===== src/rtl/axis_cfg_seq.sv =====
// -----------------------------------------------------------------------------
// axis_cfg_seq
//
// Configuration-bus sequencer for the stream read/write engines. Descriptors
// {id, start address, length} are accepted through a valid/ready handshake,
// queued in a small FIFO, and replayed onto the one-cycle cfg bus as three
// words: id on CFG_ADDR, then address and length on CFG_DATA. GAP idle cycles
// separate the words of one descriptor, and HOLD idle cycles (plus one IDLE
// cycle) separate consecutive descriptors.
//
// Optional feature macro: AXIS_CFG_SEQ_COUNT_EN
//   defined   -> desc_count counts DATA1 words (16-bit, wrapping)
//   undefined -> desc_count is tied to zero
//
// Ports
//   clk          in   clock
//   rst_n        in   synchronous active-low reset
//   cmd_id       in   target engine id              (CFG_DWIDTH)
//   cmd_address  in   stream start address          (CFG_DWIDTH)
//   cmd_length   in   stream length                 (CFG_DWIDTH)
//   cmd_valid    in   descriptor valid
//   cmd_ready    out  descriptor FIFO not full
//   cfg_addr     out  cfg bus address               (CFG_AWIDTH)
//   cfg_data     out  cfg bus data                  (CFG_DWIDTH)
//   cfg_valid    out  cfg bus strobe, one cycle per word
//   busy         out  FIFO non-empty or sequencer active (registered)
//   desc_count   out  descriptors fully issued      (16)
// -----------------------------------------------------------------------------
module axis_cfg_seq #(
    parameter int CFG_AWIDTH   = 5,
    parameter int CFG_DWIDTH   = 32,
    parameter int CFG_ADDR     = 23,
    parameter int CFG_DATA     = 24,
    parameter int GAP          = 1,
    parameter int HOLD         = 4,
    parameter int QUEUE_AWIDTH = 2
) (
    input  logic                  clk,
    input  logic                  rst_n,
    input  logic [CFG_DWIDTH-1:0] cmd_id,
    input  logic [CFG_DWIDTH-1:0] cmd_address,
    input  logic [CFG_DWIDTH-1:0] cmd_length,
    input  logic                  cmd_valid,
    output logic                  cmd_ready,
    output logic [CFG_AWIDTH-1:0] cfg_addr,
    output logic [CFG_DWIDTH-1:0] cfg_data,
    output logic                  cfg_valid,
    output logic                  busy,
    output logic [15:0]           desc_count
);

    localparam int DEPTH  = 1 << QUEUE_AWIDTH;
    localparam int DESC_W = 3 * CFG_DWIDTH;

    localparam logic [CFG_AWIDTH-1:0] SEL_ADDR = CFG_AWIDTH'(CFG_ADDR);
    localparam logic [CFG_AWIDTH-1:0] SEL_DATA = CFG_AWIDTH'(CFG_DATA);

    // Wait counters are loaded with N-1 and leave the wait state at zero,
    // giving exactly N idle cycles. Unused when the matching count is 0.
    localparam logic [7:0] GAP_LD  = 8'(GAP - 1);
    localparam logic [7:0] HOLD_LD = 8'(HOLD - 1);

    typedef enum logic [2:0] {
        S_IDLE,
        S_ADDR,
        S_GAP_A,
        S_DATA0,
        S_GAP_B,
        S_DATA1,
        S_HOLD
    } state_e;

    // -------------------------------------------------------------------------
    // Descriptor FIFO
    // -------------------------------------------------------------------------
    logic [DESC_W-1:0]       mem_q [DEPTH];
    logic [QUEUE_AWIDTH-1:0] wr_ptr_q;
    logic [QUEUE_AWIDTH-1:0] rd_ptr_q;
    logic [QUEUE_AWIDTH:0]   count_q;
    logic                    full;
    logic                    empty;
    logic                    push;
    logic                    pop;
    logic [DESC_W-1:0]       head;

    state_e                  state_q;
    state_e                  state_d;

    // count_q never exceeds DEPTH, so its MSB is set only when full.
    assign full      = count_q[QUEUE_AWIDTH];
    assign empty     = (count_q == '0);
    assign cmd_ready = ~full;
    assign push      = cmd_valid & ~full;
    // Pop only from the registered count: a descriptor pushed this cycle is
    // not visible to the sequencer until the next one.
    assign pop       = (state_q == S_IDLE) & ~empty;
    assign head      = mem_q[rd_ptr_q];

    // NOTE: storage arrays carry no reset; the pointers and count define
    // which entries are valid, so clearing the data itself buys nothing.
    always_ff @(posedge clk) begin
        if (push) begin
            mem_q[wr_ptr_q] <= {cmd_id, cmd_address, cmd_length};
        end
    end

    // -------------------------------------------------------------------------
    // Active descriptor: address and length are replayed after the id word.
    // Loaded only on pop, so no reset is needed here either.
    // -------------------------------------------------------------------------
    logic [CFG_DWIDTH-1:0] addr_q;
    logic [CFG_DWIDTH-1:0] len_q;

    always_ff @(posedge clk) begin
        if (pop) begin
            addr_q <= head[2*CFG_DWIDTH-1 -: CFG_DWIDTH];
            len_q  <= head[CFG_DWIDTH-1:0];
        end
    end

    // -------------------------------------------------------------------------
    // Sequencer
    // -------------------------------------------------------------------------
    logic [7:0]            cnt_q;
    logic [7:0]            cnt_d;
    logic                  cfg_valid_q;
    logic                  cfg_valid_d;
    logic [CFG_AWIDTH-1:0] cfg_addr_q;
    logic [CFG_AWIDTH-1:0] cfg_addr_d;
    logic [CFG_DWIDTH-1:0] cfg_data_q;
    logic [CFG_DWIDTH-1:0] cfg_data_d;
    logic                  busy_q;

    // cfg outputs are computed from the transition into a word state, so the
    // registered strobe is high in exactly the cycle the FSM sits in that state.
    // NOTE: every signal written here gets a default first, so no path through
    // the case leaves one unassigned and no latch is inferred.
    always_comb begin
        state_d     = state_q;
        cnt_d       = cnt_q;
        cfg_valid_d = 1'b0;
        cfg_addr_d  = cfg_addr_q;
        cfg_data_d  = cfg_data_q;

        case (state_q)
            S_IDLE: begin
                if (!empty) begin
                    state_d     = S_ADDR;
                    cfg_valid_d = 1'b1;
                    cfg_addr_d  = SEL_ADDR;
                    cfg_data_d  = head[DESC_W-1 -: CFG_DWIDTH];
                end
            end
            S_ADDR: begin
                if (GAP == 0) begin
                    state_d     = S_DATA0;
                    cfg_valid_d = 1'b1;
                    cfg_addr_d  = SEL_DATA;
                    cfg_data_d  = addr_q;
                end else begin
                    state_d = S_GAP_A;
                    cnt_d   = GAP_LD;
                end
            end
            S_GAP_A: begin
                if (cnt_q == '0) begin
                    state_d     = S_DATA0;
                    cfg_valid_d = 1'b1;
                    cfg_addr_d  = SEL_DATA;
                    cfg_data_d  = addr_q;
                end else begin
                    cnt_d = cnt_q - 8'd1;
                end
            end
            S_DATA0: begin
                if (GAP == 0) begin
                    state_d     = S_DATA1;
                    cfg_valid_d = 1'b1;
                    cfg_addr_d  = SEL_DATA;
                    cfg_data_d  = len_q;
                end else begin
                    state_d = S_GAP_B;
                    cnt_d   = GAP_LD;
                end
            end
            S_GAP_B: begin
                if (cnt_q == '0) begin
                    state_d     = S_DATA1;
                    cfg_valid_d = 1'b1;
                    cfg_addr_d  = SEL_DATA;
                    cfg_data_d  = len_q;
                end else begin
                    cnt_d = cnt_q - 8'd1;
                end
            end
            S_DATA1: begin
                if (HOLD == 0) begin
                    state_d = S_IDLE;
                end else begin
                    state_d = S_HOLD;
                    cnt_d   = HOLD_LD;
                end
            end
            S_HOLD: begin
                if (cnt_q == '0) begin
                    state_d = S_IDLE;
                end else begin
                    cnt_d = cnt_q - 8'd1;
                end
            end
            default: begin
                state_d = S_IDLE;
            end
        endcase
    end

    // NOTE: state is updated with non-blocking assignments so every flop
    // samples the pre-edge values regardless of statement order.
    always_ff @(posedge clk) begin
        if (!rst_n) begin
            state_q     <= S_IDLE;
            cnt_q       <= '0;
            cfg_valid_q <= 1'b0;
            cfg_addr_q  <= '0;
            cfg_data_q  <= '0;
            busy_q      <= 1'b0;
            wr_ptr_q    <= '0;
            rd_ptr_q    <= '0;
            count_q     <= '0;
        end else begin
            state_q     <= state_d;
            cnt_q       <= cnt_d;
            cfg_valid_q <= cfg_valid_d;
            cfg_addr_q  <= cfg_addr_d;
            cfg_data_q  <= cfg_data_d;
            busy_q      <= (state_q != S_IDLE) || !empty;
            if (push) begin
                wr_ptr_q <= wr_ptr_q + 1'b1;
            end
            if (pop) begin
                rd_ptr_q <= rd_ptr_q + 1'b1;
            end
            // Simultaneous push and pop leaves the count unchanged.
            case ({push, pop})
                2'b10:   count_q <= count_q + 1'b1;
                2'b01:   count_q <= count_q - 1'b1;
                default: count_q <= count_q;
            endcase
        end
    end

    assign cfg_valid = cfg_valid_q;
    assign cfg_addr  = cfg_addr_q;
    assign cfg_data  = cfg_data_q;
    assign busy      = busy_q;

    // -------------------------------------------------------------------------
    // Issued-descriptor counter
    // -------------------------------------------------------------------------
`ifdef AXIS_CFG_SEQ_COUNT_EN
    logic [15:0] desc_count_q;

    always_ff @(posedge clk) begin
        if (!rst_n) begin
            desc_count_q <= '0;
        end else if (state_q == S_DATA1) begin
            desc_count_q <= desc_count_q + 16'd1;
        end
    end

    assign desc_count = desc_count_q;
`else
    assign desc_count = '0;
`endif

endmodule


===== config.mk =====
export PLATFORM = sky130hd
export DESIGN_NAME = axis_cfg_seq
export DESIGN_NICKNAME = d
export VERILOG_FILES = /design/src/rtl/axis_cfg_seq.sv
export SDC_FILE = /design/constraint.sdc
export NUM_CORES = 1
export LEC_CHECK = 0
export ABC_AREA = 1
export ABC_CLOCK_PERIOD_IN_PS = 15590
export CORE_MARGIN = 10
export CORE_UTILIZATION = 62
export DETAILED_ROUTE_END_ITERATION = 8
export HOLD_SLACK_MARGIN = 0.03
export PLACE_DENSITY_LB_ADDON = 0.08
export SYNTH_ARGS = -nofsm -noshare
export SYNTH_HDL_FRONTEND = slang
export SYNTH_SLANG_ARGS = --single-unit

===== constraint.sdc =====
create_clock -name clk -period 15.59 [get_ports clk]
set_input_delay 2.3385 -clock clk [delete_from_list [all_inputs] [get_ports clk]]
set_output_delay 2.3385 -clock clk [all_outputs]
set_load 0.01 [all_outputs]

==> flow_summary.rst <==
.. list-table::
   :header-rows: 1

   * - Metric
     - Value
   * - Register-to-Register Setup Slack
     - 12.39 ns
   * - Pwr per Cell Area
     - 186 nW/um2
   * - Final setup margin
     - 10.75 ns
   * - Remaining global-route overflow
     - 0
   * - Static power due to leakage
     - 7.94 nW
   * - Critical Setup Path Class
     - in2reg
   * - Worst-case headroom to the max-slew limit
     - 22.6%
   * - Result of the run
     - finished clean
   * - Number of cells after detailed placement
     - 2037
   * - Most utilized layer in the global route result
     - met2
   * - Worst hold path class
     - reg2reg
   * - Sequential cell area fraction in the yosys report
     - 75.5%
   * - Pint
     - 2.77 mW
   * - Die area
     - 38600 um2
   * - Worst EP arrival
     - 5.00 ns
   * - Flip-flop and latch count after synthesis
     - 505
   * - Buffers on Ports
     - 138
   * - CTS resizes
     - 0
   * - Number of hold buffers added after CTS
     - 0
   * - Max-capacitance violation count
     - 0
   * - VDD IR max
     - 0.140 mV
   * - Layout cells sized above 1
     - 5.39%
   * - Total power
     - 4.17 mW
   * - TritonCTS clock tree
     - done
   * - Commonest non-fill, non-tap cell in the layout
     - sky130_fd_sc_hd__edfxtp_1
   * - Post-synthesis to final-layout area growth
     - 15.9%
   * - Post-Syn Area
     - 19300 um2
   * - Library cell used as clock root buffer
     - sky130_fd_sc_hd__clkbuf_16
   * - Post-route fraction of the period consumed by the critical path
     - 31.0%
   * - Estimated wirelength of the detail-placed design
     - 24100 um
   * - Latest clock arrival within the worst-skew pair
     - 0.55 ns
   * - Total Neg Setup Slack
     - 0 ns
   * - Average detailed-routed wire length per instance
     - 20.0 um
   * - Clk_skew
     - 0.0126 ns
   * - Num Clock Sinks
     - 505
   * - Unrepaired setup endpoints after global routing
     - false
   * - Initial standard-cell utilization of the core
     - 63.0%
   * - Fraction of power spent switching nets
     - 33.5%
   * - DRC violation total after the first TritonRoute iteration
     - 982
   * - Mean number of vias per cell
     - 5.73
   * - Cell Rows
     - 64
   * - Net load switching power
     - 1.40 mW
   * - I/O pin total
     - 155
   * - DRC violation count after routing
     - 0
   * - First-pass iteration count of the detailed router
     - 5
   * - Maximum number of buffers from clock root to sink
     - 3
   * - Final wirelength
     - 42500 um
   * - Number of instances in the synthesized netlist
     - 1575
   * - Die height
     - 197 um
   * - Std-Cell Core Area
     - 30700 um2
   * - Crit path required time
     - 15.75 ns
   * - Sort of element at the end of the critical path
     - flop
   * - FF+latch area
     - 14600 um2
   * - Total clock buffers created by CTS
     - 48
   * - Top library cells by usage in the layout, fill and taps aside
     - sky130_fd_sc_hd__edfxtp_1 (448), sky130_fd_sc_hd__nor2_1 (306), sky130_fd_sc_hd__nand2_1 (233)
   * - Fill cell count
     - 2013
   * - # Post-CTS Setup Buffers
     - 0
   * - Final number of setup-violating endpoints
     - 0
   * - Global router's overall resource usage
     - 21.5%
   * - Antenna violations before repair
     - 0
   * - Post-placement setup slack
     - 10.18 ns
   * - Highest attainable clock frequency
     - 207 MHz
   * - Sequential share of power
     - 45.0%
   * - Post-CTS clock slew at the launch and capture registers of the worst setup and hold paths
     - 0.06 ns
   * - Number of hold violations in the final report
     - 0
   * - Final critical delay including setup and external delays
     - 4.84 ns
   * - Clock network power share
     - 25.7%
   * - Largest net degree at the start of global routing
     - 108
   * - Met3 Track Usage GR
     - 4.23%
   * - Area occupied by multi-input gates
     - 4140 um2
   * - Routed Antenna Nets
     - 0
   * - Avg Inst Size Synth
     - 12.3 um2
   * - Type of element launching the critical path
     - primary input
   * - Total via count in the routed design
     - 12200
   * - Max-slew violation total from the final report
     - 0
   * - Met2 Track Usage GR
     - 34.7%
   * - Gp weighted congestion
     - 0.801
   * - Count of warnings emitted by yosys
     - 0
   * - Met1 GRT Util
     - 29.9%
   * - Relative contribution of combinational cells to total power
     - 29.3%
   * - Post-route non-filler standard cell count
     - 2122
   * - Number of distinct library cell variants in the gate-level netlist after synthesis
     - 25
   * - Final #Nets
     - 1797
   * - First-pass GRT wire length
     - 65900 um
   * - Diode count
     - 0
   * - CTS H-tree lvls
     - 2
   * - Worst Path Max Fanout
     - 67
   * - Die X
     - 197 um
   * - Via count of the first global-routing pass
     - 11900
   * - Slew at the pin closest to its max-slew limit
     - 1.16 ns
==> worst paths after layout <==
path / from / end / cells after the start
worst min register to register: count_q[0]$_SDFFE_PN0P_ / count_q[0]$_SDFFE_PN0P_ / 1
worst max-delay path: cmd_valid / mem_q[1][95]$_DFFE_PP_ / 4
worst min-delay path: count_q[0]$_SDFFE_PN0P_ / count_q[0]$_SDFFE_PN0P_ / 1
worst max register to register: state_q[2]$_SDFFE_PN0P_ / cfg_data[2]$_SDFFE_PN0P_ / 9
==> cell families (layout without fill, tap and decap cells) <==
group | after synthesis | after routing | synth area share (%)
buffers and inverters | 161 | 297 | 3.62
adder cells (fa/ha/maj) | 7 | 7 | 0.492
other | 1 | 16 | 0.0194
flip-flops | 505 | 505 | 75.5
XOR/XNOR | 2 | 2 | 0.0906
AO/OA/AOI/OAI | 300 | 300 | 8.19
AND/OR/NAND/NOR | 599 | 599 | 12.1
==> through the flow <==
step / area (um2) / utilization [%] / hold slack (ns)
6_report: 22400 / 73.0 / 0.471
5_1_grt: 22400 / 73.0 / 0.504
4_1_cts: 22400 / 73.0 / 0.466
3_5_place_dp: 20900 / 68.3 / 0.450
3_3_place_gp: 20900 / 68.3 / 0.436
2_1_floorplan: 19400 / - / 0.422
==> flip-flops by register name, indices dropped and copies added (netlist names), 2 cells and up, named ones only <==
signal / flops
mem_q: 384
addr_q: 32
cfg_data: 32
len_q: 32
cnt_q: 8
cfg_addr: 3
count_q: 3
state_q: 3
rd_ptr_q: 2
wr_ptr_q: 2
==> per-layer routing <==
metal | wire length [um] | share of wire (%)
met3 | 3630 | 8.5
met2 | 20200 | 48
met4 | 551 | 1.3
met1 | 18100 | 43
met5 | 0 | 0
==> area by class of cell <==
| cell class | count | share of cell area (%) |
|---|---|---|
| Sequential cell | 505 | 65.2 |
| Inverter | 59 | 1.00 |
| Clock buffer | 73 | 6.19 |
| Clock inverter | 12 | 0.290 |
| Timing Repair Buffer | 153 | 6.67 |
| Tap cell | 396 | 2.21 |
| Multi-Input combinational cell | 924 | 18.5 |
==> synthesized netlist by cell type <==
library cell	instances	area, um2
sky130_fd_sc_hd__a21oi_1	16	80.1
sky130_fd_sc_hd__and2_1	1	6.26
sky130_fd_sc_hd__buf_1	8	30.0
sky130_fd_sc_hd__buf_2	23	115
sky130_fd_sc_hd__buf_4	18	135
sky130_fd_sc_hd__clkbuf_1	53	199
sky130_fd_sc_hd__conb_1	1	3.75
sky130_fd_sc_hd__dfxtp_1	57	1140
sky130_fd_sc_hd__edfxtp_1	448	13500
sky130_fd_sc_hd__fa_1	1	20.0
sky130_fd_sc_hd__ha_1	6	75.1
sky130_fd_sc_hd__inv_1	53	199
sky130_fd_sc_hd__inv_2	6	22.5
sky130_fd_sc_hd__nand2_1	233	875
sky130_fd_sc_hd__nand2_2	1	6.26
sky130_fd_sc_hd__nand3_1	50	250
sky130_fd_sc_hd__nand3_2	1	10.0
sky130_fd_sc_hd__nand4_1	1	6.26
sky130_fd_sc_hd__nor2_1	310	1160
sky130_fd_sc_hd__nor3_2	2	20.0
sky130_fd_sc_hd__o211ai_1	1	7.51
sky130_fd_sc_hd__o21ai_0	219	1100
sky130_fd_sc_hd__o22ai_1	64	400
sky130_fd_sc_hd__xnor2_1	1	8.76
sky130_fd_sc_hd__xor2_1	1	8.76
==> critical path, cell delays in order <==
cell and delay, ns:
sky130_fd_sc_hd__clkdlybuf4s50_1 0.46, sky130_fd_sc_hd__nand2_1 0.31, sky130_fd_sc_hd__nor2_4 0.91, sky130_fd_sc_hd__buf_4 0.94
==> power groups by stage <==
stage	combinational (mW)	sequential, mW	clock [mW]
after floorplan	0.795	1.91	0
after global placement	1.19	1.90	0
after detailed placement	1.22	1.90	0
after CTS	1.23	1.87	1.09
after global routing	1.37	1.89	1.14
final	1.22	1.87	1.07
Note: power is estimated with default switching activity, not from simulation.
